$ cat src/rtl/serial_adder.sv
// Bit-serial WIDTH-bit adder: one full_adder cell plus a carry flop processes one
// bit pair per clock, LSB first, under a start/busy/done handshake.

module full_adder (
  input  logic a,
  input  logic b,
  input  logic ci,
  output logic co,
  output logic s
);
  assign s  = a ^ b ^ ci;
  assign co = (a & b) | (ci & (a ^ b));
endmodule

module serial_adder #(
  parameter int WIDTH = 8
) (
  input  logic             clk,
  input  logic             rst_n,
  input  logic             start,
  input  logic [WIDTH-1:0] a,
  input  logic [WIDTH-1:0] b,
  input  logic             ci,
  output logic             busy,
  output logic             done,
  output logic [WIDTH-1:0] s,
  output logic             co
);
  localparam int CW = $clog2(WIDTH + 1);
  localparam logic [CW-1:0] LAST = CW'(WIDTH - 1);

  // Handshake: start is sampled only while busy=0; operands and ci are captured on
  // that accepting edge, and done pulses for one cycle as s/co take the new result.
  typedef enum logic {IDLE = 1'b0, RUN = 1'b1} state_e;

  state_e           state_q, state_d;
  logic [WIDTH-1:0] a_sh_q, a_sh_d, b_sh_q, b_sh_d;
  logic [WIDTH-1:0] sum_sh_q, sum_sh_d, s_q, s_d;
  logic             carry_q, carry_d, co_q, co_d, done_q, done_d;
  logic [CW-1:0]    cnt_q, cnt_d;
  logic             fa_s, fa_co;
  logic [WIDTH-1:0] sum_next;

  full_adder u_fa (
    .a  (a_sh_q[0]),
    .b  (b_sh_q[0]),
    .ci (carry_q),
    .co (fa_co),
    .s  (fa_s)
  );

  // The current bit enters at the MSB so after WIDTH shifts bit 0 sits at bit 0.
  generate
    if (WIDTH == 1) begin : g_w1
      assign sum_next = fa_s;
    end else begin : g_wn
      assign sum_next = {fa_s, sum_sh_q[WIDTH-1:1]};
    end
  endgenerate

  always_comb begin
    state_d  = state_q;
    a_sh_d   = a_sh_q;
    b_sh_d   = b_sh_q;
    sum_sh_d = sum_sh_q;
    carry_d  = carry_q;
    cnt_d    = cnt_q;
    s_d      = s_q;
    co_d     = co_q;
    done_d   = 1'b0;
    case (state_q)
      IDLE: begin
        if (start) begin
          a_sh_d  = a;
          b_sh_d  = b;
          carry_d = ci;
          cnt_d   = '0;
          state_d = RUN;
        end
      end
      RUN: begin
        sum_sh_d = sum_next;
        carry_d  = fa_co;
        a_sh_d   = a_sh_q >> 1;
        b_sh_d   = b_sh_q >> 1;
        cnt_d    = cnt_q + CW'(1);
        if (cnt_q == LAST) begin
          s_d     = sum_next;
          co_d    = fa_co;
          done_d  = 1'b1;
          state_d = IDLE;
        end
      end
      default: state_d = IDLE;
    endcase
  end

  always_ff @(posedge clk or negedge rst_n) begin
    if (!rst_n) begin
      state_q  <= IDLE;
      a_sh_q   <= '0;
      b_sh_q   <= '0;
      sum_sh_q <= '0;
      carry_q  <= 1'b0;
      cnt_q    <= '0;
      s_q      <= '0;
      co_q     <= 1'b0;
      done_q   <= 1'b0;
    end else begin
      state_q  <= state_d;
      a_sh_q   <= a_sh_d;
      b_sh_q   <= b_sh_d;
      sum_sh_q <= sum_sh_d;
      carry_q  <= carry_d;
      cnt_q    <= cnt_d;
      s_q      <= s_d;
      co_q     <= co_d;
      done_q   <= done_d;
    end
  end

  assign busy = (state_q == RUN);
  assign done = done_q;
  assign s    = s_q;
  assign co   = co_q;
endmodule
$ cat config.mk
export PLATFORM = sky130hd
export DESIGN_NAME = serial_adder
export DESIGN_NICKNAME = d
export VERILOG_FILES = /design/src/rtl/serial_adder.sv
export SDC_FILE = /design/constraint.sdc
export NUM_CORES = 1
export LEC_CHECK = 0
export ABC_CLOCK_PERIOD_IN_PS = 2350
export BUFFER_PORTS_ARGS = -buffer_cell sky130_fd_sc_hd__buf_2
export CAP_MARGIN = 15
export CORE_MARGIN = 3
export CORE_UTILIZATION = 58
export CTS_CLUSTER_DIAMETER = 200
export DETAILED_ROUTE_END_ITERATION = 10
export PLACE_DENSITY = 0.95
export SYNTH_ARGS = -nofsm -noshare
export SYNTH_HDL_FRONTEND = slang
export SYNTH_SLANG_ARGS = --single-unit
$ cat constraint.sdc
create_clock -name clk -period 2.35 [get_ports clk]
set_input_delay 0.235 -clock clk [delete_from_list [all_inputs] [get_ports clk]]
set_output_delay 0.235 -clock clk [all_outputs]
set_load 0.01 [all_outputs]
# Word level (Yosys, flattened, before mapping)
# Index checks and enable logic that the tools add are counted.
# totals
register_bits	40
wordCells	32
# classes
add_sub_neg	1
n_eq_ne	2
mux	13
bitwise	6
reduce_logical	1
# ops
op	count
8-bit case mux with 2 select lines	2
8-bit two-way mux	2
4-bit case mux with 2 select lines	1
1-bit two-way mux	5
4-bit by 1-bit adder with 4-bit output, second input constant	1
4-bit by 3-bit equality test with 1-bit output, second input constant	1
4-bit two-way mux	1
1-bit case mux with 2 select lines	2
1-bit AND	2
2-bit inequality test, second input constant	1
2-bit AND reduction	1
1-bit bitwise XOR	2
1-bit NOT	1
1-bit OR	1

# Depth between registers and ports, before layout
# logic_depth
depth_word	4
depth_mapped	4
depth_no_buf	4

# By module
# From an unflattened synthesis, not the netlist that was laid out.
# unflattened
hier_cells	127
hier_area_um2	1639.1
# by_module_without_submodules
mod	n_inst	cells_each	area_per_inst_um2
serial_adder	1	126	1619.1
full_adder	1	1	20.0

# Worst setup path before layout
# OpenSTA, ideal clock, no wires.
# synth_path
kind	flip-flop to flip-flop
from	reg cnt_q[0]
to	reg co_q, in the netlist co
setup_ps	125
t_arrival_ps	1131
slack_ps	1094
path_stages_with_launch	4
synth_period_minus_slack_ps	1256
cell_sequence	dfrtp_1 > ha_1 > nand4b_4 > mux2_2
# synth_via
elab_chain_len	2
# synth_rtl
element	line	text
from (decl)	40	logic [CW-1:0] cnt_q, cnt_d;
from (signal assigned)	115	cnt_q <= cnt_d;
4-bit by 3-bit equality test with 1-bit output	87	if (cnt_q == LAST) begin
2-bit AND reduction (no line)	--	
to (signal assigned)	117	co_q <= co_d;
to (decl)	39	logic carry_q, carry_d, co_q, co_d, done_q, done_d;
# Every way passes these cells.
# A chain may end at the register's enable or synchronous reset.

# Worst setup path after layout
# layout_path
from	reg state_q, in the netlist busy
to	out busy
# layout_lines
element	line	text
from (decl)	36	state_e state_q, state_d;
from (signal assigned)	110	state_q <= state_d;
to (decl)	24	output logic busy,
# No word-level cell between the ends.

==> qor.yml <==
die_w_microns: 59.3
worstPathArrival_ps: 1320
clk-insertion-delay-late_ps: 340
syn-num-nets: 149
synth_area_leaders: "dfrtp_1 59%, mux2i_1 11%, mux2_2 11%"
finalSetupViolations: 0
path_class: "flop to output port"
clock_skew_ps: 5.88
netlist_instances: 127
core_area_sq_um: 2590
io_pins: 31
ir_drop_uv: 841
hold_path_class: "primary input to flop"
antenna_found_initial: 0
reg2reg_from: "busy$_DFF_PN0_"
required_ps: 2120
fill_cells: 175
portBuffers: 30
drive_gt1_share_pct: 34.2
slowest_stage: "dfrtp_1"
ys_ff_latch: 39
cp-endpoint: "busy"
setup_tns_ps: 0
ys_types: 19
postRouteAntennaNets: 0
layout.nets: 182
final_util_pct: 71.9
routed_wirelength_microns: 3060
grt_pass1_vias: 1111
outcome: "complete, no violations"
cap_violations: 0
ys_warn_count: 0
grt_pass1_wl_microns: 5160
grt_start_max_net_pins: 40
first_iter_violations: 31
finalHoldViolations: 0
slew_viol_final: 0
yosysTopAreaCellShare_pct: 59.3
leakage_nw: 0.979
fin_crit_sh_pct: 66.1
critPathMaxFanout: 15
crit_path_start_kind: "flop"
dp_hpwl_microns: 2250
max_freq_mhz: 643
yosysTopAreaCell: "dfrtp_1"
drc: 0
start_util_pct: 63.6
ctsHtreeMaxLevel: 2
cp_num_buf_inv: 1
r2r_cells: 2
diodes: 0
clk_pin_slew_ps: 110
mostFrequentLayoutCell: "dfrtp_1"
cts_tree: "built"
synth.cell_area_sq_um: 1650
drt-vias-per-instance: 5.50
grtUsageTotal_pct: 20.4
grt.overflow.total: 0
syn_avg_cell_area_sq_um: 13.0
rsz0062_at_grt: "false"
fin_crit_ps: 1550
cts_num_sinks: 39
place.gp.congestion: 0.702
area_delta_synth_final_pct: 13.1
relSlewSlack_pct: 44.8
num_vias: 1050
critical_path.cell_chain: "buf_2"
mostFrequentLayoutCells: "39 x dfrtp_1, 30 x buf_2, 18 x mux2i_1"
end_kind: "output port"
critical_path_depth: 1
dieArea_sq_um: 3510
worst_pin_slew_ps: 829
crit_start: "busy$_DFF_PN0_"
dr.pass1.iters: 4
postCtsSetupBuffers: 0
clockBufferDepth: 2
cpPeakStageDelay_ps: 740
rrSetupSlack_ps: 800
ys_seq_area_share_pct: 59.3
wl_per_cell_microns: 16.0
critical-path-top-delay-family: "flip-flops"
cts_root_buffer: "clkbuf_4"
die_h_microns: 59.3
rows: 18
crit-reg2reg-capture: "co$_DFFE_PN0P_"
numCtsBuffers: 5
cellPowerDensity_nw_per_um2: 1180
## report_power, final
part           switching (mW)  total, mW  internal (mW)
combinational           0.336      0.717          0.381
sequential              0.214       1.15          0.938
clock                   0.204      0.321          0.117
total                   0.754       2.19           1.44
## routing by layer
metal | share of wire, % | vias up | routed length [microns] | track usage, %
met5 | 0 | - | 0 | 0
met4 | 1.6 | 0 | 48 | 8.09
met3 | 5.1 | 7 | 155 | 7.19
met2 | 53 | 26 | 1610 | 33.2
met1 | 41 | 511 | 1240 | 24.7
li1 | - | 506 | - | -
## worst min-delay path by stage
stage	startpoint	to	slack [ps]	cells past startpoint
after global routing	b[7]	b_sh_q[7]$_DFFE_PN0P_	160	3
after detailed placement	rst_n	sum_sh_q[2]$_DFFE_PN0P_	380	1
final	a[7]	a_sh_q[7]$_DFFE_PN0P_	150	3
after global placement	rst_n	s[2]$_DFFE_PN0P_	360	1
after floorplan	rst_n	a_sh_q[0]$_DFFE_PN0P_	-60	0
after CTS	a[7]	a_sh_q[7]$_DFFE_PN0P_	140	3
## cells by family (layout without fill, tap and decap cells)
group           count (synthesis)  in the layout  share of synthesized area (%)
flops                          39             39                           59.3
mux                            34             34                           21.9
buf+inv                         8             42                           3.04
compound gates                 19             19                           6.23
simple gates                   24             24                           7.07
xor+xnor                        1              1                          0.532
fa+ha+maj                       2              2                           1.98
## cell type report
| type | count | area [sq um] | share of cell area (%) |
|---|---|---|---|
| timing repair buffer | 33 | 175 | 9.40 |
| clock buffer | 7 | 45.0 | 2.42 |
| inverter | 1 | 3.75 | 0.201 |
| multi-input combinational | 80 | 621 | 33.3 |
| sequential | 39 | 976 | 52.4 |
| tap | 30 | 37.5 | 2.01 |
| clock inverter | 1 | 5.00 | 0.269 |
## registers in the layout (all words and copies together), names as in the netlist
register and cells:
co 1, done 1, a_sh_q 8, cnt_q 4, sum_sh_q 7, s 8
b_sh_q 8, carry_q 1, busy 1
## through the flow
| step | worst slack, ps | std cells | hold WS, ps | power, mW | area, sq um |
|---|---|---|---|---|---|
| floorplan | 1090 | 127 | -60.6 | 1.63 | 1650 |
| global placement | 948 | 182 | 362 | 1.79 | 1800 |
| detailed placement | 837 | 182 | 376 | 1.89 | 1800 |
| CTS | 792 | 191 | 138 | 2.20 | 1860 |
| global route | 707 | 191 | 162 | 2.35 | 1860 |
| finish | 796 | 191 | 153 | 2.19 | 1860 |
## what timing repair did
item                      4_1_cts  5_1_grt
hold endpoints to repair       10        0
hold buffers                    1        0
resized for setup               0        0
## synth_stat cells
cell,count
mux2i_1,18
mux2_2,16
buf_4,1
a22o_1,2
fa_1,1
buf_6,2
nor2_1,4
nand4b_4,1
nor2b_1,1
ha_1,1
buf_2,1
nand2_1,16
o21ai_0,17
xnor2_1,1
dfrtp_1,39
nand2b_1,1
clkbuf_1,3
inv_1,1
nand3_1,1
Note: power is estimated with default switching activity, not from simulation.
